===== src/rtl/mips_pkg.sv =====
// Shared MIPS decode constants, forward-select encodings and hazard-tracker types.
package mips_pkg;

  localparam logic [5:0] OP_RTYPE = 6'h00;
  localparam logic [5:0] OP_J     = 6'h02;
  localparam logic [5:0] OP_JAL   = 6'h03;
  localparam logic [5:0] OP_BEQ   = 6'h04;
  localparam logic [5:0] OP_BNE   = 6'h05;
  localparam logic [5:0] OP_LUI   = 6'h0F;
  localparam logic [5:0] OP_LW    = 6'h23;
  localparam logic [5:0] OP_SW    = 6'h2B;

  localparam logic [5:0] FN_SLL   = 6'h00;
  localparam logic [5:0] FN_SRL   = 6'h02;
  localparam logic [5:0] FN_SRA   = 6'h03;
  localparam logic [5:0] FN_MFHI  = 6'h10;
  localparam logic [5:0] FN_MFLO  = 6'h12;
  localparam logic [5:0] FN_MULT  = 6'h18;
  localparam logic [5:0] FN_MULTU = 6'h19;
  localparam logic [5:0] FN_DIV   = 6'h1A;
  localparam logic [5:0] FN_DIVU  = 6'h1B;

  localparam logic [1:0] FWD_REG   = 2'b00;
  localparam logic [1:0] FWD_MEMWB = 2'b01;
  localparam logic [1:0] FWD_EXMEM = 2'b10;

  typedef enum logic {MD_IDLE, MD_BUSY} md_state_e;

  typedef struct packed {
    logic       valid;
    logic       regwrite;
    logic       memread;
    logic [4:0] dest;
  } trk_entry_t;

  // $0 is hardwired, so a write to it is never a real producer.
  function automatic logic fwd_match(input trk_entry_t e, input logic [4:0] r);
    return e.valid && e.regwrite && (e.dest == r) && (r != 5'd0);
  endfunction

endpackage


===== src/rtl/md_busy_ctrl.sv =====
// Mult/div occupancy sequencer: busy for exactly MD_LATENCY cycles after a start edge.
module md_busy_ctrl
  import mips_pkg::*;
#(
  parameter int MD_LATENCY = 4,
  parameter int CNT_W      = 4
) (
  input  logic CLOCK,
  input  logic RESET,
  input  logic start,
  output logic busy
);

  md_state_e          state;
  logic [CNT_W-1:0]   cnt;

  always_ff @(posedge CLOCK) begin
    if (!RESET) begin
      state <= MD_IDLE;
      cnt   <= '0;
      busy  <= 1'b0;
    end else begin
      case (state)
        MD_IDLE: begin
          if (start) begin
            state <= MD_BUSY;
            cnt   <= CNT_W'(MD_LATENCY);
            busy  <= 1'b1;
          end
        end
        MD_BUSY: begin
          if (cnt == CNT_W'(1)) begin
            state <= MD_IDLE;
            cnt   <= '0;
            busy  <= 1'b0;
          end else begin
            cnt   <= cnt - CNT_W'(1);
          end
        end
        default: begin
          state <= MD_IDLE;
          cnt   <= '0;
          busy  <= 1'b0;
        end
      endcase
    end
  end

endmodule


===== src/rtl/hazard_forward_ctrl.sv =====
// ID-stage hazard detector and EX-aligned forward-select generator with shadow EX/MEM tracking.
module hazard_forward_ctrl
  import mips_pkg::*;
#(
  parameter int MD_LATENCY = 4,
  parameter int CNT_W      = 4
) (
  input  logic        CLOCK,
  input  logic        RESET,
  input  logic [31:0] Instruction_IN,
  input  logic        ID_Valid,
  input  logic        ID_RegWrite,
  input  logic        ID_MemRead,
  input  logic [4:0]  ID_WriteReg,
  input  logic        Flush,
  output logic        Stall,
  output logic [1:0]  ForwardA,
  output logic [1:0]  ForwardB,
  output logic        MD_Busy
);

  logic [5:0] op, funct;
  logic [4:0] rs, rt;
  logic       uses_rs, uses_rt, is_md, reads_hilo;
  logic       load_use, md_haz, issue;
  logic [1:0] fwd_a, fwd_b;
  logic       unused_bits;
  trk_entry_t ex_e, mem_e;

  assign op          = Instruction_IN[31:26];
  assign rs          = Instruction_IN[25:21];
  assign rt          = Instruction_IN[20:16];
  assign funct       = Instruction_IN[5:0];
  assign unused_bits = ^Instruction_IN[15:6];

  assign uses_rs    = !((op == OP_J) || (op == OP_JAL) || (op == OP_LUI) ||
                        ((op == OP_RTYPE) && ((funct == FN_SLL) || (funct == FN_SRL) ||
                                              (funct == FN_SRA))));
  assign uses_rt    = (op == OP_RTYPE) || (op == OP_BEQ) || (op == OP_BNE) || (op == OP_SW);
  assign is_md      = (op == OP_RTYPE) && ((funct == FN_MULT) || (funct == FN_MULTU) ||
                                           (funct == FN_DIV)  || (funct == FN_DIVU));
  assign reads_hilo = (op == OP_RTYPE) && ((funct == FN_MFHI) || (funct == FN_MFLO));

  assign load_use = ex_e.memread && ((uses_rs && fwd_match(ex_e, rs)) ||
                                     (uses_rt && fwd_match(ex_e, rt)));
  assign md_haz   = MD_Busy && (is_md || reads_hilo);
  assign Stall    = ID_Valid && !Flush && (load_use || md_haz);
  assign issue    = ID_Valid && !Stall && !Flush;

  // A load in EX never forwards from EX/MEM; that case has already stalled.
  always_comb begin
    fwd_a = FWD_REG;
    fwd_b = FWD_REG;
    if (uses_rs && fwd_match(ex_e, rs) && !ex_e.memread) fwd_a = FWD_EXMEM;
    else if (uses_rs && fwd_match(mem_e, rs))             fwd_a = FWD_MEMWB;
    if (uses_rt && fwd_match(ex_e, rt) && !ex_e.memread) fwd_b = FWD_EXMEM;
    else if (uses_rt && fwd_match(mem_e, rt))             fwd_b = FWD_MEMWB;
  end

  always_ff @(posedge CLOCK) begin
    if (!RESET) begin
      ex_e     <= '0;
      mem_e    <= '0;
      ForwardA <= FWD_REG;
      ForwardB <= FWD_REG;
    end else begin
      mem_e <= ex_e;
      if (issue) begin
        ex_e     <= '{valid: 1'b1, regwrite: ID_RegWrite, memread: ID_MemRead, dest: ID_WriteReg};
        ForwardA <= fwd_a;
        ForwardB <= fwd_b;
      end else begin
        ex_e     <= '0;
        ForwardA <= FWD_REG;
        ForwardB <= FWD_REG;
      end
    end
  end

  md_busy_ctrl #(
    .MD_LATENCY (MD_LATENCY),
    .CNT_W      (CNT_W)
  ) u_md (
    .CLOCK (CLOCK),
    .RESET (RESET),
    .start (issue && is_md),
    .busy  (MD_Busy)
  );

endmodule


===== config.mk =====
export PLATFORM = sky130hd
export DESIGN_NAME = hazard_forward_ctrl
export DESIGN_NICKNAME = d
export VERILOG_FILES = /design/src/rtl/mips_pkg.sv /design/src/rtl/md_busy_ctrl.sv /design/src/rtl/hazard_forward_ctrl.sv
export SDC_FILE = /design/constraint.sdc
export NUM_CORES = 1
export LEC_CHECK = 0
export CAP_MARGIN = 15
export CORE_ASPECT_RATIO = 1.4
export CORE_MARGIN = 3
export CORE_UTILIZATION = 39
export CTS_CLUSTER_SIZE = 8
export DETAILED_ROUTE_END_ITERATION = 12
export PLACE_DENSITY = 0.84
export SLEW_MARGIN = 25
export SYNTH_ARGS = -nofsm -noshare
export SYNTH_HDL_FRONTEND = slang
export SYNTH_SLANG_ARGS = --single-unit

===== constraint.sdc =====
create_clock -name CLOCK -period 1.95 [get_ports CLOCK]
set_input_delay 0.39 -clock CLOCK [delete_from_list [all_inputs] [get_ports CLOCK]]
set_output_delay 0.39 -clock CLOCK [all_outputs]
set_load 0.01 [all_outputs]

## After elaboration in Yosys (flattened, before gate mapping)

Cells that the tools add are included.

| storage, ports and cells | value |
|---|---|
| bits of input ports | 43 |
| register bits after elaboration | 25 |
| logic and storage cells | 106 |

| cells by class | value |
|---|---|
| bitwise operators | 3 |
| reduce and logical (&&, ||, !) cells | 53 |
| add/sub/neg operators | 1 |
| equal/unequal tests | 21 |
| multiplexer cells | 14 |

Operators by type and width:

| operator | number |
|---|---|
| == test 6 x 5 -> 1 bit, second input constant | 6 |
| logical AND 1 bit | 26 |
| == test 6 x 2 -> 1 bit, second input constant | 4 |
| == test 5 bit | 4 |
| logical OR 1 bit | 15 |
| == test 6 x 3 -> 1 bit, second input constant | 2 |
| zero test 6 bit | 2 |
| nonzero test 5 bit | 2 |
| 2-to-1 mux 4 bit | 2 |
| 2-to-1 mux 8 bit | 1 |
| one-hot mux 4 bit (2 select lines) | 1 |
| == test 6 x 4 -> 1 bit, second input constant | 1 |
| == test 6 bit, second input constant | 1 |
| 2-to-1 mux 1 bit | 6 |
| OR reduction 3 bit | 2 |
| == test 4 x 1 -> 1 bit, second input constant | 1 |
| zero test 1 bit | 4 |
| 2-to-1 mux 2 bit | 2 |
| one-hot mux 1 bit (2 select lines) | 2 |
| AND reduction 2 bit | 2 |
| subtractor 4 x 1 -> 4 bit, second input constant | 1 |
| inverter 1 bit | 3 |
| != test 2 x 1 -> 1 bit, second input constant | 1 |
| != test 2 bit, second input constant | 1 |

## Longest topological paths before layout

| depth | value |
|---|---|
| depth after elaboration | 17 |
| depth in mapped cells | 7 |

## Hierarchy

A second synthesis with hierarchy kept.

| unflattened totals | value |
|---|---|
| cell total of the unflattened synthesis | 139 |
| area total of the unflattened synthesis | 1,263.7 µm² |

By module, submodules not included:

| module | cells each | area each (µm²) | times used | seq. area each (µm²) |
|---|---|---|---|---|
| hazard_forward_ctrl | 107 | 958.4 | 1 | 380.4 |
| md_busy_ctrl | 32 | 305.3 | 1 | 120.1 |

## Worst setup path after synthesis

Ideal clock, no wire load.

| timing | value |
|---|---|
| kind | input to output |
| start | input Instruction_IN[22] |
| end | output Stall |
| data arrival time | 1.548 ns |
| buffers on the path | 0 |
| stages | 5 |
| required time | 1.560 ns |
| path slack | 0.012 ns |
| cells stage by stage | or4_1 o211a_1 a21o_1 a21oi_1 nor2b_1 |

| on the way | value |
|---|---|
| cells in the longest elaborated chain, start to end | 8 |
| elaborated cells on any way between the ends | 9 |
| classes of those cells | eq/ne (1); reduce/logical (8) |

RTL lines:

| what | line | text |
|---|---|---|
| start: declaration | hazard_forward_ctrl.sv:10 | `input logic [31:0] Instruction_IN,` |
| == test 5 bit | mips_pkg.sv:38 | `return e.valid && e.regwrite && (e.dest == r) && (r != 5'd0);` |
| logical AND 1 bit | mips_pkg.sv:38 |  |
| logical AND 1 bit (*) | mips_pkg.sv:38 |  |
| logical AND 1 bit (*) | hazard_forward_ctrl.sv:44 | `assign load_use = ex_e.memread && ((uses_rs && fwd_match(ex_e, rs)) \|\|` |
| logical OR 1 bit (*) | hazard_forward_ctrl.sv:44 |  |
| logical AND 1 bit (*) | hazard_forward_ctrl.sv:44 |  |
| logical OR 1 bit (*) | hazard_forward_ctrl.sv:47 | `assign Stall = ID_Valid && !Flush && (load_use \|\| md_haz);` |
| logical AND 1 bit (*) | hazard_forward_ctrl.sv:47 |  |
| end: declaration | hazard_forward_ctrl.sv:16 | `output logic Stall,` |

Every way passes the cells marked *; elsewhere a longest branch is shown, timed or not.

## Final worst setup path

Same ends and word-level chain as after synthesis.

==> flow_metrics.tcl <==
set metrics [dict create \
    outcome "finished, violations left" \
    violations "setup timing" \
    cts.sink_count 25 \
    initial_utilization_pct 40.9 \
    clkLatencyLatePin_ns 0.26 \
    crit_path_cell_trace "buf_2 -> buf_4 -> xnor2_1 -> nand4_1 -> nor3_2 -> a21o_1 -> a21oi_2 -> nor2b_1 -> buf_2" \
    drive_gt1_share_pct 42.7 \
    commonest_cells_in_the_synthesized_netlist "25 x dfxtp_1, 13 x xnor2_1, 12 x and2_1" \
    die-area_um2 4010 \
    timing.critical_path.to_type "output pin" \
    r2r-start "ex_e[3]$_SDFF_PN0_" \
    final_antenna_net_count 0 \
    fin_ws_ns -0.297 \
    ys_dominant_reg_cell "dfxtp_1" \
    post_synth_inst_count 142 \
    core.rowCount 24 \
    fin_nets 266 \
    dp.final_hpwl_mm 2.57 \
    design.core.area_um2 3120 \
    max_cap_viol_count 0 \
    netlist_top_cells_area "dfxtp_1 39%, xnor2_1 8.9%, and2_1 5.9%, xor2_1 4.8%, nor3_1 3.1%" \
    multi_input_comb_area_um2 935 \
    worstPathBufferInverterCount 3 \
    first_global_vias 1287 \
    area_fraction_in_compound_gates_after_synthesis_pct 9.11 \
    cts_buffer_count 3 \
    worst-setup-path-type "primary input to output pin" \
    hold_path_class "register to register" \
    vdd_drop_max_mv 0.380 \
    placedCellCount 249 \
    critical_path.slowest_cell "nor3_2" \
    cts.reportedPaths.clkPinSlew_ns 0.08 \
    antenna_cells_inserted 0 \
    stdcell_area_um2 2180 \
    cts_tree "done" \
    gp_congestion 0.867 \
    r2r-end "u_md.cnt[2]$_SDFFE_PN0P_" \
    timing.fmax_mhz 445 \
    minimum_clock_period_after_layout_ns 2.25 \
    finalHoldViolCount 0 \
    synth-seq-cells 25 \
    layout_area_growth_over_synthesis_pct 70.8 \
    ys_seq_area_share_pct 39.2 \
    synth.avg_cell_area_um2 9.00 \
    ys_warn_count 0 \
    synth-xor-area-share_pct 13.7 \
    worstPathArrival_ns 1.86 \
    post_synthesis_simple_gate_area_fraction_pct 32.9 \
    cp_num_cells 9 \
    synthDominantCellAreaShare_pct 39.2 \
    worst_path_dominant_cell_family "simple AND/OR/NAND/NOR gates" \
    route.detailed.drc 0 \
    critPathMaxFanout 2 \
    number_of_hold_repair_buffers_added_at_the_cts_stage 0 \
    cts_htree_levels 1 \
    drt_pass1_iterations 4 \
    postSynthNetCount 187 \
    rsz0062_at_grt "true" \
    critPathMaxStageDelay_ns 0.28 \
    critical_path.endpoint "Stall" \
    setup_viol 10 \
    grt_pass1_wl_mm 5.64 \
    min_period_over_period_pct 115 \
    yosysMostFrequentCell "dfxtp_1" \
    totalNegativeSetupSlack_ns -0.451 \
    place_area_um2 1940 \
    detail_route.wl_per_cell_um 14.8 \
    cp_data_required_time_ns 1.56 \
    die_h_um 73.7 \
    skew_ns 0.00589 \
    reg2reg_setup_slack_ns 0.11 \
    global_route.usage.total_pct 19.5 \
    yosysTopAreaCell "dfxtp_1" \
    crit_path_frequent_cell "buf_2" \
    grt_max_degree 16 \
    post_synth_fa_ha_maj_area_fraction_pct 1.96 \
    register_area_um2 505 \
    final-max-slew-violation-count 0 \
    synth_enable_flop_cells 0 \
    worst-r2r-cell-count 9 \
    dr.first_iter.drc_count 20 \
    slew_headroom_pct 72.5 \
    die_width_um 54.4 \
    initial_antenna_violation_count 0 \
    worst_slew_pin_slew_ns 0.408 \
    io_buffer_count 38 \
    instances_no_fill 259 \
    floorplan.io_pins 49 \
    critPathLaunchType "primary input" \
    layout.filler_cells 218 \
    crit_path_start "Instruction_IN[22]" \
    synth.distinct_cells 34 \
    ctsRootBufferMaster "clkbuf_8" \
    syn-cell-area_um2 1280 \
    wirelength_routed_mm 3.82 \
    overflow 0 \
    routed_via_density 5.03 \
    detailroute.via_count 1303 \
    power.leakage_nw 0.894 \
    fraction_of_synthesized_area_in_multiplexers_pct 0.784 \
    totalPowerFinal_mw 1.04 \
    power-per-cell-area_nw_per_um2 478 \
    share_of_synthesized_flip_flops_with_an_asynchronous_set_or_reset_pct 0 \
    dominant_combinational_cell_family_by_area_after_synthesis "simple AND/OR/NAND/NOR gates" \
    number_of_buffers_on_the_longest_clock_path 2 \
]
## worst min-delay path by stage
stage | startpoint | endpoint | cells after the start
2_1_floorplan | u_md.cnt[3]$_SDFFE_PN0P_ | u_md.cnt[3]$_SDFFE_PN0P_ | 2
3_3_place_gp | u_md.cnt[3]$_SDFFE_PN0P_ | u_md.cnt[3]$_SDFFE_PN0P_ | 2
3_5_place_dp | u_md.cnt[1]$_SDFFE_PN0P_ | u_md.cnt[1]$_SDFFE_PN0P_ | 2
4_1_cts | mem_e[6]$_SDFF_PN0_ | ForwardA[0]$_SDFF_PP0_ | 1
5_1_grt | mem_e[6]$_SDFF_PN0_ | ForwardB[0]$_SDFF_PP0_ | 1
6_report | mem_e[6]$_SDFF_PN0_ | ForwardB[0]$_SDFF_PP0_ | 1
## placed cells by master (no fill, tap or decap), types with 3 or more instances in the layout
master	synthesis	layout
and3_1	4	3
nor4_4	0	3
xor2_1	7	6
xnor2_2	0	5
buf_2	0	6
clkbuf_2	0	6
xnor2_1	13	8
and2_1	12	11
nand2b_1	4	3
nand2_1	4	4
nor3_1	8	5
buf_4	1	37
buf_6	0	3
clkbuf_8	0	3
dfxtp_2	0	4
inv_1	4	4
clkdlybuf4s50_1	0	19
clkdlybuf4s15_2	0	3
o21ai_0	5	5
nor2_1	9	8
nor2b_1	4	4
nand3b_1	4	4
nand4_1	3	3
dfxtp_1	25	21
nand3_1	6	5
## per-layer routing
| layer | up-vias | share of wire, % | track usage, % |
|---|---|---|---|
| met3 | 10 | 4.2 | 3.85 |
| met1 | 609 | 36 | 19.4 |
| met2 | 34 | 56 | 35.4 |
| met4 | 0 | 2.9 | 11.4 |
| met5 | - | 0 | 0 |
| li1 | 650 | - | - |
## kinds of logic after synthesis
kind of cell | Yosys count
buffers and inverters | 7
adders and majority gates | 2
xor gates and xnor gates | 20
and+or+nand+nor | 72
DFF | 25
AOI/OAI and AO/OA | 15
muxes | 1
## report_power, final
group / internal, mW / switching (mW)
Sequential: 0.518 / 0.00838
Combinational: 0.128 / 0.0835
Clock: 0.146 / 0.158
Total: 0.792 / 0.250
## metrics by stage
step	util, %	worst slack, ns	hold WS [ns]
global placement	62.1	-0.956	0.485
detailed placement	62.1	-1.04	0.503
CTS	67.1	-0.255	0.515
global route	69.9	-0.327	0.500
finish	69.9	-0.297	0.488
floorplan	-	0.0123	0.471
## final cells by class
type,count,area share [%]
well taps,39,2.24
inverters,4,0.688
multi-input cells,110,42.8
clock buffers,4,2.06
repair buffers,77,29.0
flip-flops and latches,25,23.2
## sequential cells by signal, indices dropped and copies added, names as in the netlist
signal / cells
u_md.busy: 1
ForwardA: 2
ForwardB: 2
u_md.state: 1
ex_e: 8
u_md.cnt: 4
mem_e: 7
## timing repair
action                     4_1_cts  5_1_grt
setup endpoints to repair       19       16
hold endpoints to repair         0        0
pin swaps                       14       15
setup buffers                    5        3
cloned                           0        0
resized for setup               70       33
(Power assumes the default switching activity.)
